`config.mk`:
```
export PLATFORM = sky130hd
export DESIGN_NAME = psg_bus_if
export DESIGN_NICKNAME = d
export VERILOG_FILES = /design/src/rtl/psg_pkg.sv /design/src/rtl/psg_bus_if_kbd_matrix.sv /design/src/rtl/psg_bus_if.sv
export SDC_FILE = /design/constraint.sdc
export NUM_CORES = 1
export LEC_CHECK = 0
export ABC_CLOCK_PERIOD_IN_PS = 4000
export CORE_MARGIN = 2
export CORE_UTILIZATION = 50
export CTS_BUF_LIST = sky130_fd_sc_hd__clkbuf_2 sky130_fd_sc_hd__clkbuf_4 sky130_fd_sc_hd__clkbuf_8
export CTS_CLUSTER_DIAMETER = 60
export DETAILED_ROUTE_END_ITERATION = 10
export PLACE_DENSITY = 0.68
export SLEW_MARGIN = 0
export SYNTH_ARGS = -nofsm -noshare
export SYNTH_HDL_FRONTEND = slang
export SYNTH_SLANG_ARGS = --single-unit
```
`constraint.sdc`:
```
create_clock -name clk_i -period 4 [get_ports clk_i]
set_input_delay 0.8 -clock clk_i [delete_from_list [all_inputs] [get_ports clk_i]]
set_output_delay 0.8 -clock clk_i [all_outputs]
set_load 0.005 [all_outputs]
```
`src/rtl/psg_pkg.sv`:
```
// Shared definitions for the AY-3-8912 bus interface:
// bus function codes, register indices and data masks.
package psg_pkg;

  localparam logic [1:0] FN_INACTIVE = 2'b00;
  localparam logic [1:0] FN_READ     = 2'b01;
  localparam logic [1:0] FN_WRITE    = 2'b10;
  localparam logic [1:0] FN_LATCH    = 2'b11;

  localparam logic [3:0] R_MIXER     = 4'd7;
  localparam logic [3:0] R_ENV_SHAPE = 4'd13;
  localparam logic [3:0] R_PORTA     = 4'd14;
  localparam logic [3:0] R_PORTB     = 4'd15;

  // Implemented bits per register, index 15 first.
  localparam logic [15:0][7:0] REG_MASK = {
    8'hff, 8'hff, 8'h0f, 8'hff,
    8'hff, 8'h1f, 8'h1f, 8'h1f,
    8'hff, 8'h1f, 8'h0f, 8'hff,
    8'h0f, 8'hff, 8'h0f, 8'hff
  };

endpackage

```
`src/rtl/psg_bus_if_kbd_matrix.sv`:
```
// Keyboard matrix row storage, active-low key state.
// Host loads rows; PSG port A reads one row combinationally.
module kbd_matrix #(
  parameter int KBD_ROWS = 10
) (
  input  logic       clk_i,
  input  logic       reset_i,
  input  logic       wr_i,
  input  logic [3:0] wr_row_i,
  input  logic [7:0] wr_data_i,
  input  logic [3:0] rd_row_i,
  output logic [7:0] rd_data_o
);

  logic [7:0] rows [KBD_ROWS];

  // Host row writes; out-of-range rows are dropped.
  always_ff @(posedge clk_i) begin
    if (reset_i) begin
      for (int i = 0; i < KBD_ROWS; i++) rows[i] <= 8'hff;
    end else if (wr_i && (32'(wr_row_i) < KBD_ROWS)) begin
      rows[wr_row_i] <= wr_data_i;
    end
  end

  // Unimplemented rows read as no keys pressed.
  always_comb begin
    rd_data_o = 8'hff;
    if (32'(rd_row_i) < KBD_ROWS) rd_data_o = rows[rd_row_i];
  end

endmodule

```
`src/rtl/psg_bus_if.sv`:
```
// AY-3-8912 bus protocol and register file behind the CPC PPI,
// with keyboard matrix read through port A (R14).
module psg_bus_if
  import psg_pkg::*;
#(
  parameter int KBD_ROWS = 10
) (
  input  logic       clk_i,
  input  logic       reset_i,
  input  logic       bdir_i,
  input  logic       bc1_i,
  input  logic [7:0] da_i,
  output logic [7:0] da_o,
  input  logic [3:0] kbd_row_i,
  input  logic       kbd_wr_i,
  input  logic [3:0] kbd_wr_row_i,
  input  logic [7:0] kbd_wr_data_i,
  input  logic [3:0] snd_addr_i,
  output logic [7:0] snd_data_o,
  output logic       env_restart_o
);

  logic [1:0] fn;
  logic [1:0] prev_fn;
  logic [3:0] addr;
  logic       valid;
  logic [7:0] regs [16];
  logic [7:0] kbd_data;
  logic [7:0] rd_val;
  logic       commit;

  assign fn = {bdir_i, bc1_i};
  assign commit = (fn == FN_WRITE) && (prev_fn != FN_WRITE) && valid;

  kbd_matrix #(
    .KBD_ROWS(KBD_ROWS)
  ) u_kbd (
    .clk_i    (clk_i),
    .reset_i  (reset_i),
    .wr_i     (kbd_wr_i),
    .wr_row_i (kbd_wr_row_i),
    .wr_data_i(kbd_wr_data_i),
    .rd_row_i (kbd_row_i),
    .rd_data_o(kbd_data)
  );

  // Value presented for a bus READ of the latched register.
  always_comb begin
    rd_val = regs[addr];
    if (!valid) begin
      rd_val = 8'hff;
    end else if (addr == R_PORTB) begin
      rd_val = 8'hff;
    end else if (addr == R_PORTA && !regs[R_MIXER][6]) begin
      rd_val = kbd_data;
    end
  end

  // Bus sequencing, register file and output registers.
  always_ff @(posedge clk_i) begin
    if (reset_i) begin
      prev_fn       <= FN_INACTIVE;
      addr          <= 4'd0;
      valid         <= 1'b1;
      da_o          <= 8'hff;
      snd_data_o    <= 8'h00;
      env_restart_o <= 1'b0;
      for (int i = 0; i < 16; i++) regs[i] <= 8'h00;
    end else begin
      prev_fn       <= fn;
      snd_data_o    <= regs[snd_addr_i];
      env_restart_o <= commit && (addr == R_ENV_SHAPE);
      da_o          <= (fn == FN_READ) ? rd_val : 8'hff;
      if (fn == FN_LATCH) begin
        addr  <= da_i[3:0];
        valid <= (da_i[7:4] == 4'd0);
      end
      if (commit) regs[addr] <= da_i & REG_MASK[addr];
    end
  end

endmodule

```
==> results.txt <==
Status - finished clean
Psw - 1.33 mW
Vias in the first global route - 7322
Worst ir drop on vdd - 0.000231 V
Total CTS buffers - 40
Worst path buffer plus inverter count - 1
Total grt overflow - 0
Initial antenna violation count - 0
F_max - 0.346 GHz
FF-to-FF setup slack - 1.55 ns
Vias per cell - 6.15
Comb power frac - 9.0%
Synth top area cells - edfxtp_1, mux4_2, dfxtp_1
Post-Route WL - 29200 um
Remaining DRCs - 0
First drt pass iteration count - 5
CP endpoint kind - flop
Layout area overhead - 13.8%
Hold Violations, Final - 0
PortBufs - 49
EDFF count, synth - 208
Post-synthesis sequential area ratio - 60.1%
Max Cap Viol - 0
Max-slew violations - 0
Placed insts - 1096
Setup Fix Bufs, Post-CTS - 0
Synth unique cells - 43
Non-filler cells, final - 1169
Relative slew margins - 38.3%
P_int - 4.23 mW
FP Rows - 55
Sum Neg Setup Slack - 0 ns
Top cells by count, synth - edfxtp_1, mux4_2, nor2_1
Worst path cell trace - clkdlybuf4s50_1 -> nor2b_1 -> and4b_1 -> nand4_1 -> nand2b_1
#FFs+latches synth - 238
Primary FF master, synth - edfxtp_1
Filler cell count - 1775
Tmin final - 2.89 ns
Final setup fails - 0
Switching portion of total power - 23.9%
Power Density - 429 nW/um^2
P_leak - 4.41 nW
WP data arrival - 3.08 ns
Clock-pin slew on the worst setup and hold paths - 0.06 ns
Tcrit/Tclk final - 72.2%
Ratio of cells with drive above 1 in the final layout - 23.4%
Global Route Usage Sum - 24.8%
CP Data Required Time - 4.19 ns
Vias after detailed routing - 7188
DR WL/cell - 25.0 um
ANT cells - 0
Synth top area share - 54.8%
Sequential power share - 51.7%
# clock sinks - 238
Critical-path top delay cell - clkdlybuf4s50_1
First-pass GRT wire length - 43600 um
Final ANT Viol Nets - 0
Buffer depth of the longest clock path - 3
Die area - 24000 um^2
Core area - 22500 um^2
Critical setup path kind - in2reg
Worst-Skew Late Latency - 0.56 ns
Hold Buf Count CTS - 0
RSZ-0062 raised after global routing - false
Clk root buf - clkbuf_8
Worst Path Max Fanout - 16
Mapped cell area - 11400 um^2
Worst Tran Pin Value - 0.925 ns
H-tree depth - 2
Ys Warns - 0
CTS tree - built
Hold WC Path Type - reg2reg
Post-Synthesis Cells - 795
Power share of the clock group - 39.3%
Synthesized Nets - 829
Die Ht - 155 um
Async SR Flop Fraction - 0%
CP top delay family - simple AND/OR/NAND/NOR gates
Resized cells post-CTS - 0
Count leader, synth - edfxtp_1
Iter 0 DRT Violations - 662
CP max stage delay - 0.69 ns
Fin nets - 887
Syn avg cell area - 14.3 um^2
Die Width - 155 um
Clk_skew - 0.0298 ns
GPL Wtd Cong - 0.851
I/O Pins - 50
Synth area leader - edfxtp_1
Initial Utilization - 50.6%
Largest net degree at the start of global routing - 34
DP Wirelength - 21100 um
Worst setup SP type - input pin
power by group through the flow:
stage	Clock (mW)	Combinational (mW)	Sequential [mW]
after global routing	2.31	0.528	2.89
after CTS	2.20	0.496	2.88
after detailed placement	0	0.495	2.93
after global placement	0	0.485	2.92
after floorplan	0	0.331	2.88
final	2.18	0.501	2.88
placed cells by master (no fill, tap or decap), types with 5 or more instances in the layout:
cell type and instances:
or2_1 5, clkdlybuf4s50_1 48, inv_1 10, nor2_1 83
and2_1 65, buf_4 20, a22o_1 16, clkinv_2 5
nand3_1 13, o21ai_1 9, o22ai_1 8, o211ai_1 8
clkinv_1 7, mux4_2 88, clkbuf_4 13, and3_1 5
clkbuf_8 43, a21oi_1 8, nor2b_1 16, dfxtp_1 29
mux2_2 17, edfxtp_1 208, nand2b_1 24, nor3_1 10
nand2_1 82, or3_1 6
metrics by stage:
step / hold slack [ns] / instance area (um^2) / utilization (%) / setup slack [ns] / power (mW)
2_1_floorplan: 0.466 / 11400 / - / 1.46 / 3.22
3_3_place_gp: 0.503 / 12200 / 54.0 / 0.662 / 3.41
3_5_place_dp: 0.506 / 12200 / 54.0 / 0.584 / 3.42
4_1_cts: 0.522 / 13000 / 57.6 / 1.14 / 5.57
5_1_grt: 0.562 / 13000 / 57.6 / 0.966 / 5.72
6_report: 0.527 / 13000 / 57.6 / 1.11 / 5.56
final cells by class:
class	instances	area (um^2)	share of cell area, %
sequential	238	6850	52.8
multi-input combinational	493	4270	33.0
clock buffer	56	689	5.32
timing repair buffer	69	636	4.90
tap	285	357	2.75
clock inverter	17	116	0.898
inverter	11	41.3	0.319
sequential cells by signal, indices dropped and copies added, names as in the netlist, named ones only:
register,cells
addr,4
da_o,8
env_restart_o,1
prev_fn,2
regs,128
snd_data_o,8
u_kbd.rows,80
valid,1
final timing paths:
check         start    endpoint  depth (start not counted)
max          bdir_i  regs[6][3]                          5
min           valid       valid                          1
max reg2reg    flop     da_o[0]                          5
min reg2reg   valid       valid                          1
cell families (layout without fill, tap and decap cells):
logic type	after synthesis	in the layout	synth area share, %
AOI/OAI and AO/OA	56	56	3.51
adders and majority gates	1	1	0.110
buffers and inverters	64	153	2.39
DFF	238	238	60.1
muxes	107	107	19.3
and+or+nand+nor	329	329	14.6
layer usage:
metal | vias to the layer above | wire (um) | global-route usage, % | part of all wire [%]
met5 | - | 0 | 0 | 0
met4 | 0 | 793 | 7.58 | 2.7
met3 | 63 | 3400 | 6.77 | 12
met2 | 411 | 13500 | 38.2 | 46
met1 | 3583 | 11400 | 35.0 | 39
li1 | 3131 | - | - | -
Power figures use the tool's default switching activity.
